**src/rtl/ddrphy_lanectrl_dly_seq_if.sv**
```systemverilog
// Command handshake between training logic and the delay-line sequencer.
// Master drives the request; slave returns CMD_READY.
interface ddrphy_lanectrl_dly_seq_if;
    logic       CMD_VALID;
    logic       CMD_READY;
    logic [1:0] CMD_OP;
    logic       CMD_SEL;
    logic [7:0] CMD_COUNT;

    modport master (
        output CMD_VALID,
        output CMD_OP,
        output CMD_SEL,
        output CMD_COUNT,
        input  CMD_READY
    );

    modport slave (
        input  CMD_VALID,
        input  CMD_OP,
        input  CMD_SEL,
        input  CMD_COUNT,
        output CMD_READY
    );
endinterface

```
**src/rtl/ddrphy_lanectrl_dly_seq.sv**
```systemverilog
// LANECTRL delay-line sequencer: wraps LOAD/MOVE strobes in an
// HS_IO_CLK pause window and keeps shadow RX/TX tap counts.
module ddrphy_lanectrl_dly_seq #(
    parameter int         PAUSE_PRE_CYC  = 4,
    parameter int         PAUSE_POST_CYC = 4,
    parameter int         MOVE_GAP       = 3,
    parameter logic [7:0] RESET_TAP      = 8'd1
) (
    input  logic                            CLK,
    input  logic                            RESET_N,
    ddrphy_lanectrl_dly_seq_if.slave        cmd,
    input  logic                            RX_OOR,
    input  logic                            TX_OOR,
    output logic                            DELAY_LINE_SEL,
    output logic                            DELAY_LINE_LOAD,
    output logic                            DELAY_LINE_DIRECTION,
    output logic                            DELAY_LINE_MOVE,
    output logic                            HS_IO_CLK_PAUSE,
    output logic [7:0]                      RX_TAP,
    output logic [7:0]                      TX_TAP,
    output logic                            DONE,
    output logic                            ERR_OOR
);

    localparam logic [3:0] PRE_LD  = 4'(PAUSE_PRE_CYC - 1);
    localparam logic [3:0] POST_LD = 4'(PAUSE_POST_CYC - 1);
    localparam logic [3:0] GAP_LD  = 4'(MOVE_GAP - 1);

    typedef enum logic [2:0] {
        ST_IDLE,
        ST_PRE,
        ST_STROBE,
        ST_GAP,
        ST_POST,
        ST_DONE
    } state_t;

    state_t     state_q, state_d;
    logic [3:0] cnt_q, cnt_d;
    logic [7:0] rem_q, rem_d;
    logic       load_op_q, load_op_d;
    logic       sel_q, sel_d;
    logic       dir_q, dir_d;
    logic       err_q, err_d;
    logic [7:0] rx_tap_q, rx_tap_d;
    logic [7:0] tx_tap_q, tx_tap_d;
    logic       ready_q, load_q, move_q, pause_q, done_q;
    logic       is_load, oor_sel;
    logic [7:0] cur_tap, nxt_tap;

    assign is_load = (cmd.CMD_OP == 2'b00) || (cmd.CMD_OP == 2'b11);
    assign oor_sel = sel_q ? TX_OOR : RX_OOR;

    always_comb begin
        state_d   = state_q;
        cnt_d     = cnt_q;
        rem_d     = rem_q;
        load_op_d = load_op_q;
        sel_d     = sel_q;
        dir_d     = dir_q;
        err_d     = err_q;
        rx_tap_d  = rx_tap_q;
        tx_tap_d  = tx_tap_q;
        cur_tap   = sel_q ? tx_tap_q : rx_tap_q;
        nxt_tap   = cur_tap;
        unique case (state_q)
            ST_IDLE: begin
                if (cmd.CMD_VALID) begin
                    err_d     = 1'b0;
                    sel_d     = cmd.CMD_SEL;
                    load_op_d = is_load;
                    if (cmd.CMD_OP == 2'b01) dir_d = 1'b1;
                    if (cmd.CMD_OP == 2'b10) dir_d = 1'b0;
                    rem_d = is_load ? 8'd1 : cmd.CMD_COUNT;
                    if (!is_load && cmd.CMD_COUNT == 8'd0) begin
                        state_d = ST_DONE;
                    end else begin
                        state_d = ST_PRE;
                        cnt_d   = PRE_LD;
                    end
                end
            end
            ST_PRE: begin
                if (cnt_q == 4'd0) state_d = ST_STROBE;
                else cnt_d = cnt_q - 4'd1;
            end
            ST_STROBE: begin
                if (load_op_q) nxt_tap = RESET_TAP;
                else if (dir_q) nxt_tap = (cur_tap == 8'hFF) ? cur_tap : cur_tap + 8'd1;
                else nxt_tap = (cur_tap == 8'h00) ? cur_tap : cur_tap - 8'd1;
                if (sel_q) tx_tap_d = nxt_tap;
                else rx_tap_d = nxt_tap;
                rem_d   = rem_q - 8'd1;
                cnt_d   = GAP_LD;
                state_d = ST_GAP;
            end
            ST_GAP: begin
                if (cnt_q != 4'd0) begin
                    cnt_d = cnt_q - 4'd1;
                end else if (oor_sel || rem_q == 8'd0) begin
                    // an out-of-range line abandons the remaining moves
                    err_d   = err_q | oor_sel;
                    cnt_d   = POST_LD;
                    state_d = ST_POST;
                end else begin
                    state_d = ST_STROBE;
                end
            end
            ST_POST: begin
                if (cnt_q == 4'd0) state_d = ST_DONE;
                else cnt_d = cnt_q - 4'd1;
            end
            ST_DONE: state_d = ST_IDLE;
            default: state_d = ST_IDLE;
        endcase
    end

    always_ff @(posedge CLK or negedge RESET_N) begin
        if (!RESET_N) begin
            state_q   <= ST_IDLE;
            cnt_q     <= 4'd0;
            rem_q     <= 8'd0;
            load_op_q <= 1'b0;
            sel_q     <= 1'b0;
            dir_q     <= 1'b1;
            err_q     <= 1'b0;
            rx_tap_q  <= RESET_TAP;
            tx_tap_q  <= RESET_TAP;
            ready_q   <= 1'b1;
            load_q    <= 1'b0;
            move_q    <= 1'b0;
            pause_q   <= 1'b0;
            done_q    <= 1'b0;
        end else begin
            state_q   <= state_d;
            cnt_q     <= cnt_d;
            rem_q     <= rem_d;
            load_op_q <= load_op_d;
            sel_q     <= sel_d;
            dir_q     <= dir_d;
            err_q     <= err_d;
            rx_tap_q  <= rx_tap_d;
            tx_tap_q  <= tx_tap_d;
            // strobes and pause are registered from the next state
            ready_q   <= (state_d == ST_IDLE);
            load_q    <= (state_d == ST_STROBE) && load_op_d;
            move_q    <= (state_d == ST_STROBE) && !load_op_d;
            pause_q   <= (state_d == ST_PRE) || (state_d == ST_STROBE)
                      || (state_d == ST_GAP) || (state_d == ST_POST);
            done_q    <= (state_d == ST_DONE);
        end
    end

    assign cmd.CMD_READY          = ready_q;
    assign DELAY_LINE_SEL         = sel_q;
    assign DELAY_LINE_LOAD        = load_q;
    assign DELAY_LINE_DIRECTION   = dir_q;
    assign DELAY_LINE_MOVE        = move_q;
    assign HS_IO_CLK_PAUSE        = pause_q;
    assign RX_TAP                 = rx_tap_q;
    assign TX_TAP                 = tx_tap_q;
    assign DONE                   = done_q;
    assign ERR_OOR                = err_q;

endmodule

```
**src/flat_wrapper.sv**
```systemverilog
// flat-port wrapper written by rule: the top's interface ports become plain ports
module ddrphy_lanectrl_dly_seq_flat 
#(
    parameter int         PAUSE_PRE_CYC  = 4,
    parameter int         PAUSE_POST_CYC = 4,
    parameter int         MOVE_GAP       = 3,
    parameter logic [7:0] RESET_TAP      = 8'd1
)
  (CLK, RESET_N, RX_OOR, TX_OOR, DELAY_LINE_SEL, DELAY_LINE_LOAD, DELAY_LINE_DIRECTION, DELAY_LINE_MOVE, HS_IO_CLK_PAUSE, RX_TAP, TX_TAP, DONE, ERR_OOR, cmd_CMD_VALID, cmd_CMD_OP, cmd_CMD_SEL, cmd_CMD_COUNT, cmd_CMD_READY);
  ddrphy_lanectrl_dly_seq_if cmd_i ();
  input  logic CLK;
  input  logic RESET_N;
  input  logic RX_OOR;
  input  logic TX_OOR;
  output logic DELAY_LINE_SEL;
  output logic DELAY_LINE_LOAD;
  output logic DELAY_LINE_DIRECTION;
  output logic DELAY_LINE_MOVE;
  output logic HS_IO_CLK_PAUSE;
  output logic [7:0] RX_TAP;
  output logic [7:0] TX_TAP;
  output logic DONE;
  output logic ERR_OOR;
  input wire logic [$bits(cmd_i.CMD_VALID)-1:0] cmd_CMD_VALID;
  input wire logic [$bits(cmd_i.CMD_OP)-1:0] cmd_CMD_OP;
  input wire logic [$bits(cmd_i.CMD_SEL)-1:0] cmd_CMD_SEL;
  input wire logic [$bits(cmd_i.CMD_COUNT)-1:0] cmd_CMD_COUNT;
  output wire logic [$bits(cmd_i.CMD_READY)-1:0] cmd_CMD_READY;
  assign cmd_i.CMD_VALID = cmd_CMD_VALID;
  assign cmd_i.CMD_OP = cmd_CMD_OP;
  assign cmd_i.CMD_SEL = cmd_CMD_SEL;
  assign cmd_i.CMD_COUNT = cmd_CMD_COUNT;
  assign cmd_CMD_READY = cmd_i.CMD_READY;
  ddrphy_lanectrl_dly_seq #(.PAUSE_PRE_CYC(PAUSE_PRE_CYC), .PAUSE_POST_CYC(PAUSE_POST_CYC), .MOVE_GAP(MOVE_GAP), .RESET_TAP(RESET_TAP)) u_core (.CLK(CLK), .RESET_N(RESET_N), .cmd(cmd_i), .RX_OOR(RX_OOR), .TX_OOR(TX_OOR), .DELAY_LINE_SEL(DELAY_LINE_SEL), .DELAY_LINE_LOAD(DELAY_LINE_LOAD), .DELAY_LINE_DIRECTION(DELAY_LINE_DIRECTION), .DELAY_LINE_MOVE(DELAY_LINE_MOVE), .HS_IO_CLK_PAUSE(HS_IO_CLK_PAUSE), .RX_TAP(RX_TAP), .TX_TAP(TX_TAP), .DONE(DONE), .ERR_OOR(ERR_OOR));
endmodule
```
**config.mk**
```make
export PLATFORM = sky130hd
export DESIGN_NAME = ddrphy_lanectrl_dly_seq_flat
export DESIGN_NICKNAME = d
export VERILOG_FILES = /design/src/rtl/ddrphy_lanectrl_dly_seq_if.sv /design/src/rtl/ddrphy_lanectrl_dly_seq.sv /design/src/flat_wrapper.sv
export SDC_FILE = /design/constraint.sdc
export NUM_CORES = 1
export LEC_CHECK = 0
export ABC_AREA = 0
export CAP_MARGIN = 0
export CORE_MARGIN = 2
export CORE_UTILIZATION = 55
export DETAILED_ROUTE_END_ITERATION = 10
export PLACE_DENSITY = 0.88
export SLEW_MARGIN = 20
export SYNTH_ARGS = -nofsm -noshare
export SYNTH_HDL_FRONTEND = slang
export SYNTH_SLANG_ARGS = --single-unit
export TNS_END_PERCENT = 50
```
**constraint.sdc**
```tcl
create_clock -name CLK -period 3.34 [get_ports CLK]
set_input_delay 0.334 -clock CLK [delete_from_list [all_inputs] [get_ports CLK]]
set_output_delay 0.334 -clock CLK [all_outputs]
set_load 0.005 [all_outputs]
```
==> impl_metrics.json, run 1 <==
{
  "synth_cell_types": 70,
  "fin_setup_tns_ps": 0,
  "viasPerCell": 6.26,
  "syn-cell-area_mm2": 0.00278,
  "ys_top_cells_by_count": "36 x dfrtp_1, 29 x nor2_1, 21 x nand2_1, 15 x nor3_1",
  "timing.fmax_mhz": 440,
  "report.final.hold_viol_count": 0,
  "dr.pass1.iters": 5,
  "start_util": 0.581,
  "cp.arrival_ps": 2490,
  "synth_top_cell_by_area": "dfrtp_1",
  "synth_seq_cells": 40,
  "die_w_um": 75.1,
  "drc": 0,
  "finalClockSkew_ps": 6.49,
  "postRouteAntennaNets": 0,
  "regArea_mm2": 0.00101,
  "cts_resized": 0,
  "status": "finished clean",
  "multi_input_area_mm2": 0.00165,
  "area_growth_pct": 17.8,
  "syn_area_per_cell_um2": 9.20,
  "grt_first_pass_wirelength_um": 11200,
  "design.core.area_mm2": 0.00479,
  "required_ps": 3560,
  "drive_gt1_frac": 0.110,
  "powerDensity_mw_per_mm2": 914,
  "clock_path_buffers": 2,
  "synth_top_cell_area_share": 0.324,
  "wl_met2_um": 3360,
  "critPathMaxFanout": 30,
  "dr.max_layer_used": "met4",
  "irDropWorstVdd_mv": 0.519,
  "cts_tree": "yes",
  "cts_sinks": 40,
  "slew_headroom": 0.409,
  "grt_pass1_vias": 2305,
  "yosys_warnings": 0,
  "pre_cts_slack_ps": 1060,
  "setup_ws_ps": 1070,
  "dieHeight_um": 75.1,
  "tightest_slew_ps": 886,
  "cap_violations": 0,
  "period_share": 0.681,
  "dp_hpwl_um": 5040,
  "cts_max_level": 2,
  "start_kind": "register",
  "die_area_mm2": 0.00564,
  "grtUsageTotal": 0.262,
  "rsz0062_at_grt": "no",
  "netlist_instances": 302,
  "synthTopCellsByArea": "dfrtp_1 32%, mux2i_1 4.3%, nor2_1 3.9%, dfstp_2 3.8%, nand2_1 2.8%",
  "routed_wl_um": 6730,
  "clock_tree.root_cell": "clkbuf_8",
  "wl_per_cell_um": 16.7,
  "grt_max_degree": 41,
  "io_buffer_count": 39,
  "synth_edf_count": 0,
  "antenna_cells": 0,
  "met1Wirelength_um": 2870,
  "ys_seq_area_frac": 0.362,
  "period_needed_ps": 2270,
  "path_class": "register to register",
  "cts_made_buffers": 5,
  "timing.final.max_slew_violations": 0,
  "path_clk_slew_ps": 80,
  "setup_viol": 0,
  "dr_wl_met3_um": 356,
  "vias": 2529,
  "nNetsFinal": 358,
  "synthFlopType": "dfrtp_1",
  "insertion_delay_ps": 300,
  "synth.most_common_cell": "dfrtp_1",
  "antenna_found_initial": 0,
  "cts_setup_buffers": 0,
  "hold_path_class": "input pin to asynchronous set/reset pin",
  "power.leakage_nw": 1.31,
  "grt_overflow": 0,
  "n_fill_cell": 392,
  "synth_nets": 324,
  "io_pins": 40,
  "cts_hold_buffers": 0,
  "post-route-util": 0.684,
  "rows": 25,
  "endpoint_kind": "register",
  "gp_congestion": 0.947,
  "async_flop_share": 1.00,
  "drtIter0Drc": 240,
  "power_mw": 2.99
}
## report_power, final
part / internal (mW) / switching (mW) / leakage, nW
sequential: 0.694 / 0.294 / 0.472
clock: 0.165 / 0.172 / 0.0510
combinational: 0.801 / 0.867 / 0.790
total: 1.66 / 1.33 / 1.31
## state kept, by name, indices dropped and copies added, names as in the netlist
| name | count |
|---|---|
| u_core.rem_q | 8 |
| u_core.state_q | 3 |
| u_core.DELAY_LINE_SEL | 1 |
| u_core.cnt_q | 4 |
| u_core.DONE | 1 |
| u_core.HS_IO_CLK_PAUSE | 1 |
| u_core.DELAY_LINE_DIRECTION | 1 |
| u_core.cmd.CMD_READY | 1 |
| u_core.TX_TAP | 8 |
| u_core.ERR_OOR | 1 |
| u_core.DELAY_LINE_MOVE | 1 |
| u_core.RX_TAP | 8 |
| u_core.load_op_q | 1 |
| u_core.DELAY_LINE_LOAD | 1 |
## critical path: stages, from the launching register on
cell     delay, ps
dfrtp_1        430
buf_4          360
mux2_2         400
a31oi_1        200
nor2b_1        100
o31ai_1        440
mux2i_1        250
## routing by layer
metal,vias up,track usage
li1,1214,-
met1,1199,0.349
met2,101,0.440
met3,15,0.0442
met4,0,0.0794
met5,-,0
## cell families after synthesis
logic type      share of synthesized area
simple gates                        0.254
compound gates                      0.212
flops                               0.362
buf+inv                            0.0432
mux                                0.0855
fa+ha+maj                          0.0270
xor+xnor                           0.0158
## final cells by class
type | count | share of cell area
multi-input cells | 238 | 0.505
flip-flops and latches | 40 | 0.307
repair buffers | 41 | 0.122
well taps | 67 | 0.0256
clock buffers | 6 | 0.0252
inverters | 10 | 0.0115
clock inverters | 2 | 0.00306
## through the flow
| step | hold WS (ps) | cell area (µm²) | instances |
|---|---|---|---|
| floorplan | 38.4 | 2780 | 302 |
| global placement | 497 | 3180 | 396 |
| detailed placement | 506 | 3180 | 396 |
| CTS | 192 | 3270 | 404 |
| global route | 240 | 3270 | 404 |
| finish | 158 | 3270 | 404 |
## path summary, 6_finish.rpt
| path | slack (ps) | cells after the start | from | end |
|---|---|---|---|---|
| min in group CLK | 560 | 2 | u_core.rem_q[1] | u_core.rem_q[1] |
| max | 1070 | 6 | u_core.DELAY_LINE_SEL | u_core.cnt_q[1] |
| min | 160 | 1 | RESET_N | u_core.TX_TAP[7] |
| max in group asynchronous | 2630 | 1 | RESET_N | u_core.DELAY_LINE_LOAD |
| min reg2reg | 560 | 2 | u_core.rem_q[1] | u_core.rem_q[1] |
| max reg2reg | 1070 | 6 | u_core.DELAY_LINE_SEL | u_core.cnt_q[1] |
## cells in the final DEF (no fill, tap or decap), drive strengths merged, types with 4 or more instances in the layout
cell type / n
a21o: 4
a21oi: 10
a221oi: 4
a22oi: 4
a31oi: 12
clkbuf: 6
clkdlybuf4s50: 38
dfrtp: 36
dfstp: 4
ha: 6
inv: 10
mux2: 6
mux2i: 15
nand2: 21
nand3: 7
nand3b: 4
nor2: 29
nor2b: 7
nor3: 16
nor4: 6
o21ai: 15
o22ai: 5
o31ai: 4
or2: 5
or3: 6
Power figures use the tool's default switching activity.
==> inputs of run 2 (changes only) <==
CORE_UTILIZATION = 50   (was 55)
PLACE_DENSITY = 0.84   (was 0.88)
clock period = 1.85 ns   (was 3.34 ns; I/O delays follow)
==> run 2 against run 1 <==
Net effect:
- the run now ends with setup timing left
- combinational power grew to 2.8 times the previous value
- largest power group unchanged
- clock power rose by 140%
- sequential power up 83%
- cell area increased by 25%
- clock skew down 1.8 ps
- sequential cell count did not move
- worst setup slack lost 1400 ps
- sequential share of layout area is 6.0 points lower
==> impl_metrics.json, run 2 (synthesis gave the netlist of run 1 again) <==
{
  "start_util": 0.511,
  "grt_max_degree": 41,
  "critPathMaxFanout": 3,
  "r2r_start": "u_core.DELAY_LINE_SEL",
  "powerDensity_mw_per_mm2": 1790,
  "grt_pass1_vias": 3013,
  "layout.cells.non_filler": 473,
  "cap_violations": 0,
  "start_kind": "register",
  "path_class": "register to register",
  "timing.rr.end": "u_core.RX_TAP[2]",
  "hold_path_class": "input pin to asynchronous set/reset pin",
  "cts_max_level": 2,
  "reg2regPathDepth": 7,
  "viasPerCell": 6.12,
  "rows": 27,
  "io_buffer_count": 39,
  "slew_headroom": 0.662,
  "design.core.area_mm2": 0.00544,
  "pre_cts_slack_ps": -325,
  "routed_wl_um": 9120,
  "antenna_cells": 0,
  "report.final.hold_viol_count": 0,
  "gp_congestion": 0.990,
  "violations": "setup timing",
  "required_ps": 2030,
  "wl_per_cell_um": 19.3,
  "final_cell_mix": "63 x buf_4, 38 x clkdlybuf4s50_1, 35 x dfrtp_1",
  "irDropWorstVdd_mv": 0.762,
  "rsz0062_at_grt": "yes",
  "setup_viol": 24,
  "dr.pass1.iters": 5,
  "power.leakage_nw": 1.69,
  "dp_hpwl_um": 6020,
  "vias": 2894,
  "power_mw": 7.30,
  "crit_path_start": "u_core.DELAY_LINE_SEL",
  "io_pins": 40,
  "timing.fmax_mhz": 466,
  "dp_cells": 459,
  "crit_end": "u_core.RX_TAP[2]",
  "fin_setup_tns_ps": -4450,
  "cts_made_buffers": 5,
  "period_share": 1.16,
  "cts_tree": "yes",
  "status": "finished with violations",
  "cp.arrival_ps": 2330,
  "grtUsageTotal": 0.296,
  "dieHeight_um": 78.6,
  "endpoint_kind": "register",
  "area_growth_pct": 46.6,
  "timing.final.max_slew_violations": 0,
  "drc": 0,
  "drive_gt1_frac": 0.322,
  "die_w_um": 78.6,
  "grt_first_pass_wirelength_um": 14200,
  "grt_overflow": 0,
  "cp_num_buf_inv": 0,
  "path_depth": 7,
  "max_stage_delay_ps": 470,
  "nNetsFinal": 422,
  "final_common_cell": "buf_4",
  "clock_path_buffers": 2,
  "crit_family": "multiplexers",
  "cp_slowest_cell": "dfrtp_2",
  "clock_tree.root_cell": "clkbuf_8",
  "finalClockSkew_ps": 4.69,
  "drtIter0Drc": 245,
  "path_clk_slew_ps": 80,
  "setup_ws_ps": -298,
  "path_cells": "mux2i_4, ha_4, nor4b_4, a31o_2, nand3_2, a32o_1, mux2_2",
  "postRouteAntennaNets": 0,
  "rrSetupSlack_ps": -300,
  "period_needed_ps": 2150,
  "antenna_found_initial": 0,
  "stdcell_area_mm2": 0.00408,
  "cts_sinks": 40,
  "insertion_delay_ps": 300,
  "tightest_slew_ps": 506,
  "die_area_mm2": 0.00617,
  "place_area_mm2": 0.00364
}
-- run 2: final cells by class --
cell class	count	area [µm²]
multi-input combinational	238	1900
timing repair buffer	105	913
clock buffer	7	96.3
sequential	40	1010
inverter	10	37.5
fill	378	1360
tap	72	90.1
clock inverter	1	30.0
-- run 2: routing by layer --
layer,part of all wire,vias to the layer above,GRT usage,routed length (µm)
met5,0,-,0,0
met4,0.050,0,0.161,458
met3,0.059,46,0.0494,542
met2,0.51,139,0.532,4630
met1,0.38,1373,0.331,3490
li1,-,1336,-,-
-- run 2: worst min path at each step --
stage	from	end	slack (ps)
after floorplan	RESET_N	u_core.DELAY_LINE_LOAD	-110
after global placement	RESET_N	u_core.RX_TAP[7]	270
after detailed placement	RESET_N	u_core.RX_TAP[7]	280
after CTS	cmd_CMD_SEL	u_core.DELAY_LINE_SEL	470
after global routing	cmd_CMD_SEL	u_core.DELAY_LINE_SEL	500
final	RESET_N	u_core.TX_TAP[4]	470
-- run 2: power breakdown --
group | switching, mW | internal [mW] | leakage, nW
clock | 0.318 | 0.476 | 0.0645
sequential | 0.553 | 1.25 | 0.471
combinational | 2.30 | 2.40 | 1.16
-- run 2: repair_timing --
action                                  CTS  global route
endpoints found under the setup margin   23            24
pin swaps                                 4            12
endpoints found under the hold margin    36             0
resized for setup                        29            16
setup buffers                             3             1
hold buffers                              1             0
gates cloned                              0             1
-- run 2: worst reg2reg max path: stages (launching register included) --
cell and delay [ps]:
dfrtp_2 470, mux2i_4 330, ha_4 180, nor4b_4 250, a31o_2 180, nand3_2 100
a32o_1 260, mux2_2 270
-- run 2: through the flow --
step,util,hold slack (ps)
floorplan,-,-111
detailed placement,0.670,281
global placement,0.670,275
global route,0.749,496
CTS,0.726,475
finish,0.749,469
==> inputs of run 3 (changes only) <==
RECOVER_POWER = 100   (was default)
==> run 3 against run 2 <==
Net effect:
- the flow still finishes with violations (setup timing)
- register-to-register slack is essentially flat
- sequential share of layout area grew 0.11 points
- highest routed layer unchanged
- critical endpoint unchanged
- core utilization shrank 0.35 points
==> impl_metrics.json, run 3 (synthesis gave the netlist of run 1 again) <==
{
  "regArea_mm2": 0.00101,
  "die_w_um": 78.6,
  "clock_path_buffers": 2,
  "grt_pass1_vias": 3013,
  "setup_viol": 28,
  "drc": 0,
  "final_common_cell": "buf_4",
  "insertion_delay_ps": 300,
  "irDropWorstVdd_mv": 0.758,
  "drive_gt1_frac": 0.312,
  "cts_max_level": 2,
  "report.final.hold_viol_count": 0,
  "wl_per_cell_um": 19.3,
  "period_share": 1.16,
  "cp.arrival_ps": 2330,
  "timing.fmax_mhz": 465,
  "routed_wl_um": 9120,
  "tightest_slew_ps": 991,
  "endpoint_kind": "register",
  "period_needed_ps": 2150,
  "viasPerCell": 6.18,
  "post-route-util": 0.746,
  "path_clk_slew_ps": 70,
  "path_class": "register to register",
  "grt_max_degree": 41,
  "grt_first_pass_wirelength_um": 14200,
  "setup_ws_ps": -302,
  "die_area_mm2": 0.00617,
  "cap_violations": 0,
  "status": "finished with violations",
  "start_kind": "register",
  "power.leakage_nw": 1.70,
  "postRouteAntennaNets": 0,
  "antenna_cells": 0,
  "whs_ps": 482,
  "multi_input_area_mm2": 0.00190,
  "stdcell_area_mm2": 0.00406,
  "pre_cts_slack_ps": -325,
  "start_util": 0.511,
  "place_area_mm2": 0.00364,
  "critPathMaxFanout": 3,
  "final_cell_mix": "59 x buf_4, 35 x dfrtp_1, 28 x nor2_1",
  "violations": "setup timing",
  "required_ps": 2030,
  "finalClockSkew_ps": 6.26,
  "drtIter0Drc": 242,
  "clock_tree.root_cell": "clkbuf_8",
  "dr.pass1.iters": 5,
  "slew_headroom": 0.339,
  "io_buffer_count": 39,
  "rows": 27,
  "cts_made_buffers": 5,
  "hold_path_class": "input pin to register",
  "io_pins": 40,
  "design.core.area_mm2": 0.00544,
  "cts_sinks": 40,
  "cts_tree": "yes",
  "timing.final.max_slew_violations": 0,
  "dieHeight_um": 78.6,
  "power_mw": 7.24,
  "antenna_found_initial": 0,
  "grtUsageTotal": 0.296,
  "grt_overflow": 0,
  "gp_congestion": 0.990,
  "powerDensity_mw_per_mm2": 1790,
  "nNetsFinal": 422,
  "rrSetupSlack_ps": -300,
  "area_growth_pct": 46.0,
  "n_fill_cell": 384,
  "rsz0062_at_grt": "yes",
  "vias": 2922,
  "dp_hpwl_um": 6020
}
## run 3: cell type report
class,count,share of cell area
multi-input cells,238,0.467
flip-flops and latches,40,0.248
repair buffers,105,0.222
clock buffers,7,0.0238
well taps,72,0.0222
inverters,10,0.00925
clock inverters,1,0.00740
## run 3: routing by layer
layer  wire length, µm  up-vias  track usage
met2              4640      137        0.532
li1                  -     1333            -
met1              3600     1408        0.331
met5                 0        -            0
met3               447       44       0.0494
met4               427        0        0.161
## run 3: what timing repair did
action / in CTS / in global routing
endpoints found under the setup margin: 23 / 24
pin swaps: 4 / 12
resized for setup: 29 / 16
gates cloned: 0 / 1
endpoints found under the hold margin: 36 / 0
hold buffers: 1 / 0
buffers inserted: 3 / 1
## run 3: critical path, cell delays in order (launching register included)
cell,delay [ps]
dfrtp_2,460
mux2i_4,330
ha_4,180
nor4b_4,250
a31o_2,180
nand3_2,110
a32o_1,260
mux2_2,270
## run 3: final timing paths
path / from / to / cells past startpoint
max: u_core.DELAY_LINE_SEL / u_core.RX_TAP[2] / 7
min in group asynchronous: RESET_N / u_core.TX_TAP[4] / 3
max reg2reg: u_core.DELAY_LINE_SEL / u_core.RX_TAP[2] / 7
max in group asynchronous: RESET_N / u_core.DELAY_LINE_SEL / 3
min: cmd_CMD_SEL / u_core.DELAY_LINE_SEL / 3
min reg2reg: u_core.cnt_q[0] / u_core.cnt_q[3] / 2
## run 3: through the flow
stage,std cells,TNS [ps]
after floorplan,302,-5210
after global routing,473,-6490
final,473,-4470
after CTS,471,-2900
after global placement,459,-2990
after detailed placement,459,-4530
## run 3: power breakdown
part           total [mW]  switching, mW  internal (mW)
clock network       0.790          0.314          0.476
logic                4.65           2.31           2.34
registers            1.80          0.548           1.25
